### src/rtl/id_ex_stage.sv
// ID/EX pipeline register with ALU-control decode, EX operand forwarding
// from EX/MEM and MEM/WB, and load-use hazard detection.
module id_ex_stage (
  input  logic        clk,
  input  logic        rst_n,
  input  logic [31:0] ID_ReadData1,
  input  logic [31:0] ID_ReadData2,
  input  logic [31:0] ID_SignImm,
  input  logic [4:0]  ID_Rs,
  input  logic [4:0]  ID_Rt,
  input  logic [4:0]  ID_Rd,
  input  logic [1:0]  ID_ALUOp,
  input  logic [5:0]  ID_Funct,
  input  logic        ID_ALUSrc,
  input  logic        ID_RegDst,
  input  logic        ID_RegWrite,
  input  logic        ID_MemRead,
  input  logic        ID_MemWrite,
  input  logic        ID_MemtoReg,
  input  logic        Stall,
  input  logic        Flush,
  input  logic        MEM_RegWrite,
  input  logic [4:0]  MEM_WriteReg,
  input  logic [31:0] MEM_ALUResult,
  input  logic        WB_RegWrite,
  input  logic [4:0]  WB_WriteReg,
  input  logic [31:0] WB_Result,
  output logic [31:0] A,
  output logic [31:0] B,
  output logic [3:0]  ALUControl,
  output logic [31:0] EX_StoreData,
  output logic [4:0]  EX_WriteReg,
  output logic        EX_RegWrite,
  output logic        EX_MemRead,
  output logic        EX_MemWrite,
  output logic        EX_MemtoReg,
  output logic        HazardStall
);

  typedef struct packed {
    logic [31:0] rd1;
    logic [31:0] rd2;
    logic [31:0] imm;
    logic [4:0]  rs;
    logic [4:0]  rt;
    logic [4:0]  wreg;
    logic [3:0]  alu_ctrl;
    logic        alu_src;
    logic        reg_write;
    logic        mem_read;
    logic        mem_write;
    logic        mem_to_reg;
  } ex_fields_t;

  ex_fields_t ex_q, ex_d;
  ex_fields_t bubble;
  ex_fields_t id_fields;
  logic [3:0] id_alu_ctrl;
  logic [31:0] fwd_rs, fwd_rt;

  // A bubble is the reset image: no side effects, ALU code parked on add.
  always_comb begin
    bubble          = '0;
    bubble.alu_ctrl = 4'b0010;
  end

  always_comb begin
    id_alu_ctrl = 4'b0010;
    case (ID_ALUOp)
      2'b00: id_alu_ctrl = 4'b0010;
      2'b01: id_alu_ctrl = 4'b0110;
      2'b11: id_alu_ctrl = 4'b0001;
      default: begin
        case (ID_Funct)
          6'b100000: id_alu_ctrl = 4'b0010;
          6'b100010: id_alu_ctrl = 4'b0110;
          6'b100100: id_alu_ctrl = 4'b0000;
          6'b100101: id_alu_ctrl = 4'b0001;
          6'b101010: id_alu_ctrl = 4'b0111;
          6'b100111: id_alu_ctrl = 4'b1100;
          default:   id_alu_ctrl = 4'b0010;
        endcase
      end
    endcase
  end

  always_comb begin
    id_fields            = '0;
    id_fields.rd1        = ID_ReadData1;
    id_fields.rd2        = ID_ReadData2;
    id_fields.imm        = ID_SignImm;
    id_fields.rs         = ID_Rs;
    id_fields.rt         = ID_Rt;
    id_fields.wreg       = ID_RegDst ? ID_Rd : ID_Rt;
    id_fields.alu_ctrl   = id_alu_ctrl;
    id_fields.alu_src    = ID_ALUSrc;
    id_fields.reg_write  = ID_RegWrite;
    id_fields.mem_read   = ID_MemRead;
    id_fields.mem_write  = ID_MemWrite;
    id_fields.mem_to_reg = ID_MemtoReg;
  end

  assign HazardStall = ex_q.mem_read && (ex_q.rt != 5'd0) &&
                       ((ex_q.rt == ID_Rs) || (ex_q.rt == ID_Rt));

  // Flush outranks Stall so a squashed instruction never lingers in EX.
  always_comb begin
    ex_d = ex_q;
    if (Flush)
      ex_d = bubble;
    else if (Stall)
      ex_d = ex_q;
    else if (HazardStall)
      ex_d = bubble;
    else
      ex_d = id_fields;
  end

  always_ff @(posedge clk) begin
    if (!rst_n)
      ex_q <= bubble;
    else
      ex_q <= ex_d;
  end

  always_comb begin
    fwd_rs = ex_q.rd1;
    if (MEM_RegWrite && (MEM_WriteReg != 5'd0) && (MEM_WriteReg == ex_q.rs))
      fwd_rs = MEM_ALUResult;
    else if (WB_RegWrite && (WB_WriteReg != 5'd0) && (WB_WriteReg == ex_q.rs))
      fwd_rs = WB_Result;
  end

  always_comb begin
    fwd_rt = ex_q.rd2;
    if (MEM_RegWrite && (MEM_WriteReg != 5'd0) && (MEM_WriteReg == ex_q.rt))
      fwd_rt = MEM_ALUResult;
    else if (WB_RegWrite && (WB_WriteReg != 5'd0) && (WB_WriteReg == ex_q.rt))
      fwd_rt = WB_Result;
  end

  assign A            = fwd_rs;
  assign B            = ex_q.alu_src ? ex_q.imm : fwd_rt;
  assign EX_StoreData = fwd_rt;
  assign ALUControl   = ex_q.alu_ctrl;
  assign EX_WriteReg  = ex_q.wreg;
  assign EX_RegWrite  = ex_q.reg_write;
  assign EX_MemRead   = ex_q.mem_read;
  assign EX_MemWrite  = ex_q.mem_write;
  assign EX_MemtoReg  = ex_q.mem_to_reg;

endmodule

### config.mk
export PLATFORM = sky130hd
export DESIGN_NAME = id_ex_stage
export DESIGN_NICKNAME = d
export VERILOG_FILES = /design/src/rtl/id_ex_stage.sv
export SDC_FILE = /design/constraint.sdc
export NUM_CORES = 1
export LEC_CHECK = 0
export CAP_MARGIN = 20
export CORE_MARGIN = 2
export CORE_UTILIZATION = 45
export CTS_CLUSTER_DIAMETER = 50
export DETAILED_ROUTE_END_ITERATION = 8
export PLACE_DENSITY = 0.93
export SYNTH_ARGS = -nofsm -noshare
export SYNTH_HDL_FRONTEND = slang
export SYNTH_SLANG_ARGS = --single-unit
### constraint.sdc
create_clock -name clk -period 3.9 [get_ports clk]
set_input_delay 0.585 -clock clk [delete_from_list [all_inputs] [get_ports clk]]
set_output_delay 0.585 -clock clk [all_outputs]
set_load 0.02 [all_outputs]
==> flow_summary.ini, run 1 <==
[run_status]
outcome = complete, no violations

[logic_synthesis]
synth_seq_area_share = 0.367
ys_async_sr_fraction = 0
synth.top_cells.by_area = sky130_fd_sc_hd__dfxtp_1 (37%), sky130_fd_sc_hd__a22o_1 (16%), sky130_fd_sc_hd__mux2_2 (6.4%), sky130_fd_sc_hd__mux2i_1 (4.9%), sky130_fd_sc_hd__o31ai_1 (3.7%)
syn_avg_cell_area_um2 = 8.94
synthesis.area_um2 = 6540
ys.flop_type = sky130_fd_sc_hd__dfxtp_1
yosys_top_cell_by_area = sky130_fd_sc_hd__dfxtp_1
synth_cell_type_count = 42
ys_warn_count = 0
synth_edf_count = 0
mappedNetlistNets = 937
ys_seq_elements = 120
synthDominantCellAreaShare = 0.367
syn-instance-count = 732

[timing]
final_hold_viol_count = 0
totalNegativeSetupSlack_ns = 0
max-slew-margin-rel = 0.347
setup_violating_endpoint_count_in_the_final_report = 0
post-route-worst-setup-slack_ns = 0.0119
clock.fmax_mhz = 257
worstMarginPinSlew_ns = 0.980
final_min_period_over_clock_period = 0.997
final-max-slew-violation-count = 0
finalWorstPathRequiredPeriod_ns = 3.89
skew_ns = 0.00966
grt_setup_unrepaired = no

[pwr]
power.density_nw_per_um2 = 344
worst_ir_drop_vdd_mv = 0.307
power_leakage_nw = 4.55

[layout]
antenna-diode-count = 0
fill_cell_total_of_the_finished_layout = 979
seqCellArea_um2 = 2400
layout.cells.most_common = sky130_fd_sc_hd__clkdlybuf4s50_1
area_added_between_synthesis_and_finish_pct = 64.7
multi_input_area_um2 = 3800
stdcell_count = 1225
fraction_of_layout_instances_using_a_drive_strength_above_1 = 0.137
final_net_count = 1234
final_cell_mix = sky130_fd_sc_hd__clkdlybuf4s50_1 (252), sky130_fd_sc_hd__dfxtp_1 (119), sky130_fd_sc_hd__a22o_1 (117)

[setup_path]
endpoint_kind = primary output
cp-start-kind = input pin
criticalPathCategory = input pin to primary output
cp_data_arrival_time_ns = 3.30
critical_path_peak_fanout = 11
worstPathRequired_ns = 3.31

[drt]
dr.first_iter.drc_count = 910
drtAntennaViolNets = 0
dr.pass1.iters = 7
detail_route.wl_per_cell_um = 22.9
drt-vias-per-instance = 6.25
drt_wl_total_um = 28100
remaining_drc_errors = 0
routed-via-count = 7651

[die]
placementRows = 44
chipHeight_um = 125
die_x_um = 125
floorplan.initialDensity = 0.455
floorplan.die_area_um2 = 15500
design.core.area_um2 = 14400
io_pins = 315

[min_path]
hp-class = flop to flop

[grt]
grt_overflow_total = 0
grt_max_degree = 104
antenna_found_initial = 0
grt_use_total = 0.352
grt_first_pass_wirelength_um = 43000
first_global_vias = 7765

[cts]
cts-htree-levels = 4
sink_count = 120
cts-buffers-inserted = 17
cts_tree = yes
cts.reportedPaths.clkPinSlew_ns = 0.06
cts_setup_buffers = 0
clock_tree.root_cell = sky130_fd_sc_hd__clkbuf_16
worst_skew_pair.late_latency_ns = 0.42
max-clock-path-buffers = 2

[placement]
dp_cells = 1194
port-buffer-count = 314
dp_hpwl_um = 19400
globalplace.congestion = 0.876
place_worst_setup_slack_ns = -0.164

[job]
maxCapViolations = 0
[synth_stat cells (2+ instances only)]
| cell | n |
|---|---|
| sky130_fd_sc_hd__dfxtp_1 | 120 |
| sky130_fd_sc_hd__a22o_1 | 117 |
| sky130_fd_sc_hd__clkbuf_1 | 59 |
| sky130_fd_sc_hd__nor2_1 | 38 |
| sky130_fd_sc_hd__mux2_2 | 37 |
| sky130_fd_sc_hd__nand2_1 | 37 |
| sky130_fd_sc_hd__nand3_1 | 34 |
| sky130_fd_sc_hd__a21oi_1 | 33 |
| sky130_fd_sc_hd__mux2i_1 | 32 |
| sky130_fd_sc_hd__nor3_1 | 32 |
| sky130_fd_sc_hd__o31ai_1 | 32 |
| sky130_fd_sc_hd__a31oi_1 | 31 |
| sky130_fd_sc_hd__nor4_1 | 31 |
| sky130_fd_sc_hd__xnor2_1 | 21 |
| sky130_fd_sc_hd__buf_4 | 20 |
| sky130_fd_sc_hd__buf_2 | 14 |
| sky130_fd_sc_hd__xor2_1 | 9 |
| sky130_fd_sc_hd__or4_1 | 3 |
| sky130_fd_sc_hd__a32o_1 | 2 |
| sky130_fd_sc_hd__and2_1 | 2 |
| sky130_fd_sc_hd__buf_1 | 2 |
| sky130_fd_sc_hd__inv_1 | 2 |
| sky130_fd_sc_hd__nand4_1 | 2 |
| sky130_fd_sc_hd__nor2b_1 | 2 |
| sky130_fd_sc_hd__o22ai_1 | 2 |
| sky130_fd_sc_hd__or2_2 | 2 |
[repair_timing]
item	4_1_cts	5_1_grt
hold buffers	0	0
pin swaps	0	1
setup endpoints to repair	33	46
gates resized for setup	34	33
[report_power, final]
part	total [mW]	internal, mW	switching (mW)
Combinational	0.771	0.407	0.364
Sequential	1.30	1.27	0.0359
Clock	1.63	1.05	0.580
Total	3.70	2.72	0.981
[path summary, 6_finish.rpt]
check                  from             to  slack [ns]  depth (start not counted)
min reg2reg   ALUControl[1]  ALUControl[1]        0.45                          2
max          WB_WriteReg[1]          B[27]        0.01                          9
max reg2reg        ex_q[14]       ex_q[90]        1.33                          5
min           ALUControl[1]  ALUControl[1]        0.45                          2
[logic make-up (layout without fill, tap and decap cells)]
group,after synthesis,in the layout,share of synthesized area
xor gates and xnor gates,30,30,0.0402
buffers and inverters,97,406,0.0698
and+or+nand+nor,191,191,0.144
AOI/OAI and AO/OA,225,225,0.266
DFF,120,120,0.367
muxes,69,69,0.113
[metal layers]
metal	GRT usage	part of all wire	up-vias	wire, um
met5	0.00980	0	-	0
met4	0.161	0.042	0	1180
met3	0.103	0.10	105	2880
met2	0.607	0.49	574	13800
met1	0.400	0.36	3597	10200
li1	-	-	3375	-
[critical path, stage by stage]
cell,delay [ns]
sky130_fd_sc_hd__clkdlybuf4s50_1,0.48
sky130_fd_sc_hd__xor2_1,0.19
sky130_fd_sc_hd__or4b_1,0.52
sky130_fd_sc_hd__buf_4,0.22
sky130_fd_sc_hd__buf_4,0.18
sky130_fd_sc_hd__o31ai_1,0.27
sky130_fd_sc_hd__a31oi_1,0.23
sky130_fd_sc_hd__mux2_2,0.30
sky130_fd_sc_hd__dlygate4sd2_1,0.33
[sequential cells by signal, indices dropped and copies added, names as in the netlist]
| name | cells |
|---|---|
| ALUControl | 4 |
| EX_MemRead | 1 |
| EX_MemWrite | 1 |
| EX_MemtoReg | 1 |
| EX_RegWrite | 1 |
| EX_WriteReg | 5 |
| ex_q | 107 |
[final cells by class]
| cell class | count | area share |
|---|---|---|
| flip-flops and latches | 120 | 0.223 |
| repair buffers | 373 | 0.347 |
| multi-input cells | 515 | 0.352 |
| inverters | 2 | 0.000696 |
| clock inverters | 8 | 0.0111 |
| clock buffers | 23 | 0.0443 |
| well taps | 184 | 0.0214 |
[through the flow]
| step | power (mW) | utilization | hold slack [ns] | cell area [um^2] |
|---|---|---|---|---|
| CTS | 3.70 | 0.744 | 0.448 | 10700 |
| finish | 3.70 | 0.750 | 0.446 | 10800 |
| global route | 3.81 | 0.750 | 0.468 | 10800 |
| floorplan | 1.63 | - | 0.424 | 6540 |
| detailed placement | 2.10 | 0.704 | 0.439 | 10100 |
| global placement | 2.08 | 0.704 | 0.437 | 10100 |
(Power assumes the default switching activity.)
==> run 2, diff against run 1 <==
--- a/config.mk
+++ b/config.mk
@@ -5,12 +5,13 @@
 export SDC_FILE = /design/constraint.sdc
 export NUM_CORES = 1
 export LEC_CHECK = 0
+export ABC_AREA = 1
 export CAP_MARGIN = 20
 export CORE_MARGIN = 2
-export CORE_UTILIZATION = 45
+export CORE_UTILIZATION = 25
 export CTS_CLUSTER_DIAMETER = 50
 export DETAILED_ROUTE_END_ITERATION = 8
-export PLACE_DENSITY = 0.93
+export PLACE_DENSITY = 0.56
 export SYNTH_ARGS = -nofsm -noshare
 export SYNTH_HDL_FRONTEND = slang
 export SYNTH_SLANG_ARGS = --single-unit
==> flow_summary.ini, run 2 <==
[drt]
remaining_drc_errors = 0
drt-vias-per-instance = 4.74
drt_wl_total_um = 35200
dr.first_iter.drc_count = 547
detail_route.wl_per_cell_um = 18.6
routed-via-count = 8949
drtAntennaViolNets = 0
dr.pass1.iters = 5

[setup_path]
critical_path_peak_fanout = 32
cp_data_arrival_time_ns = 3.03
cp_top_family = simple AND/OR/NAND/NOR gates
cp_common_cell = sky130_fd_sc_hd__nand2_1
worstPathRequired_ns = 3.31
endpoint_kind = primary output
r2r_cells = 10
criticalPathCategory = input pin to primary output
cp-start-kind = input pin
cpPeakStageDelay_ns = 0.55
cp.depth = 12
path_buf_inv = 3
worstPathCellList = clkdlybuf4s50_1 -> inv_1 -> nand2_1 -> nand2_1 -> nand3_1 -> nor2_4 -> nand2_4 -> nand2_1 -> nand3_2 -> nand3_1 -> nand2_1 -> clkdlybuf4s50_1
critPathSlowestCell = sky130_fd_sc_hd__clkdlybuf4s50_1

[layout]
fraction_of_layout_instances_using_a_drive_strength_above_1 = 0.147
number_of_flip_flops_in_the_largest_register = 107
seqCellArea_um2 = 2400
stdcell_area_um2 = 12200
finish.utilization = 0.375
regMostFlops = ex_q
layout.cells.most_common = sky130_fd_sc_hd__nand2_1
area_added_between_synthesis_and_finish_pct = 47.7
multi_input_area_um2 = 5010
final_cell_mix = sky130_fd_sc_hd__nand2_1 (354), sky130_fd_sc_hd__clkdlybuf4s50_1 (313), sky130_fd_sc_hd__nand3_1 (136)
final_net_count = 1632
fill_cell_total_of_the_finished_layout = 3454

[timing]
post-route-worst-setup-slack_ns = 0.283
final_min_period_over_clock_period = 0.927
setup_violating_endpoint_count_in_the_final_report = 0
grt_setup_unrepaired = no
worstMarginPinSlew_ns = 1.04
clock.fmax_mhz = 276
skew_ns = 0.0153
max-slew-margin-rel = 0.303
final_hold_viol_count = 0
finalWorstPathRequiredPeriod_ns = 3.62
totalNegativeSetupSlack_ns = 0
final-max-slew-violation-count = 0

[pwr]
power.density_nw_per_um2 = 312
finalPower_mw = 3.82
power_leakage_nw = 5.02
p_comb_frac = 0.220
power.share.switching = 0.277
p_clk_frac = 0.443
net_switching_component_of_the_power_mw = 1.06
internal-power_mw = 2.76
worst_ir_drop_vdd_mv = 0.264
p_seq_frac = 0.338

[logic_synthesis]
synth_cell_type_count = 32
netlist_top_cells_count = sky130_fd_sc_hd__nand2_1 (356), sky130_fd_sc_hd__nand3_1 (136), sky130_fd_sc_hd__dfxtp_1 (120), sky130_fd_sc_hd__nand3_2 (120), sky130_fd_sc_hd__a21oi_1 (111)
ys_async_sr_fraction = 0
synthDominantCellAreaShare = 0.290
synth.top_cells.by_area = sky130_fd_sc_hd__dfxtp_1 (29%), sky130_fd_sc_hd__nand2_1 (16%), sky130_fd_sc_hd__nand3_2 (14%), sky130_fd_sc_hd__nand3_1 (8.2%), sky130_fd_sc_hd__a21oi_1 (6.7%)
synth_seq_area_share = 0.290
ys_seq_elements = 120
syn_avg_cell_area_um2 = 7.08
ys.flop_type = sky130_fd_sc_hd__dfxtp_1
ys_warn_count = 0
mappedNetlistNets = 1375
synth_edf_count = 0
yosys_top_cell_by_area = sky130_fd_sc_hd__dfxtp_1
syn-instance-count = 1170
synthesis.area_um2 = 8280
post-synth-top-count-cell = sky130_fd_sc_hd__nand2_1

[grt]
grt_first_pass_wirelength_um = 52100
grt_use_total = 0.200
grt_overflow_total = 0
antenna_found_initial = 4
first_global_vias = 8881
grt_max_degree = 121

[placement]
place_worst_setup_slack_ns = 0.00126
globalplace.congestion = 0.819
placed_cell_area_um2 = 11500
port-buffer-count = 314
dp_hpwl_um = 24300

[job]
maxCapViolations = 0

[die]
die_x_um = 186
io_pins = 315
placementRows = 66
chipHeight_um = 186
floorplan.initialDensity = 0.254
floorplan.die_area_um2 = 34600
design.core.area_um2 = 32600

[cts]
cts_hold_repair.buffers = 0
worst_skew_pair.late_latency_ns = 0.42
clock_tree.root_cell = sky130_fd_sc_hd__clkbuf_16
sink_count = 120
cts_tree = yes
cts.reportedPaths.clkPinSlew_ns = 0.05
cts-buffers-inserted = 17
cts-htree-levels = 4
max-clock-path-buffers = 2

[min_path]
min_delay_path_depth = 2
hp-class = flop to flop

[run_status]
outcome = complete, no violations
## run 2: stage by stage
stage                     hold slack, ns  instances
after detailed placement           0.455       1845
after global placement             0.452       1845
after floorplan                    0.436       1170
after global routing               0.478       1883
final                              0.461       1887
after CTS                          0.463       1878
## run 2: what timing repair did
| action | 4_1_cts | 5_1_grt |
|---|---|---|
| gates cloned | 1 | 0 |
| resized for setup | 0 | 2 |
| pin swaps | 1 | 1 |
| setup buffers | 0 | 3 |
| setup endpoints to repair | 3 | 22 |
## run 2: kinds of logic (layout without fill, tap and decap cells)
| kind of cell | count (synthesis) | after routing | share of synthesized area |
|---|---|---|---|
| AOI/OAI and AO/OA | 127 | 127 | 0.0817 |
| buffers and inverters | 163 | 432 | 0.111 |
| DFF | 120 | 120 | 0.290 |
| xor gates and xnor gates | 21 | 21 | 0.0222 |
| muxes | 1 | 1 | 0.00136 |
| and+or+nand+nor | 738 | 739 | 0.494 |
| other | 0 | 5 | 0 |
## run 2: area by class of cell
class,instances,share of cell area
diodes,5,0.00102
clock buffers,24,0.0377
clock inverters,8,0.0119
inverters,57,0.0181
multi-input cells,888,0.410
flip-flops and latches,120,0.196
well taps,442,0.0452
repair buffers,343,0.280
## run 2: routing by layer
metal / share of wire / vias up / global-route usage
li1: - / 4360 / -
met1: 0.45 / 4240 / 0.260
met2: 0.47 / 313 / 0.332
met3: 0.061 / 36 / 0.0397
met4: 0.019 / 0 / 0.0627
met5: 0 / - / 0
## run 2: final timing paths
| check | end | from | slack (ns) |
|---|---|---|---|
| worst max register to register | ex_q[80] | ex_q[17] | 1.77 |
| worst max-delay path | B[1] | WB_WriteReg[3] | 0.28 |
| worst min-delay path | ex_q[75] | ex_q[75] | 0.46 |
| worst min register to register | ex_q[75] | ex_q[75] | 0.46 |
## run 2: worst min-delay path: stages (launching register included)
cell	delay, ns
sky130_fd_sc_hd__dfxtp_1	0.30
sky130_fd_sc_hd__nand2_1	0.06
sky130_fd_sc_hd__a21oi_1	0.05
## run 2: power groups by stage
stage / Combinational, mW / Clock (mW) / Sequential, mW
final: 0.839 / 1.69 / 1.29
after global routing: 0.902 / 1.79 / 1.29
after CTS: 0.835 / 1.74 / 1.29
after detailed placement: 0.824 / 0 / 1.32
after global placement: 0.822 / 0 / 1.31
after floorplan: 0.384 / 0 / 1.31
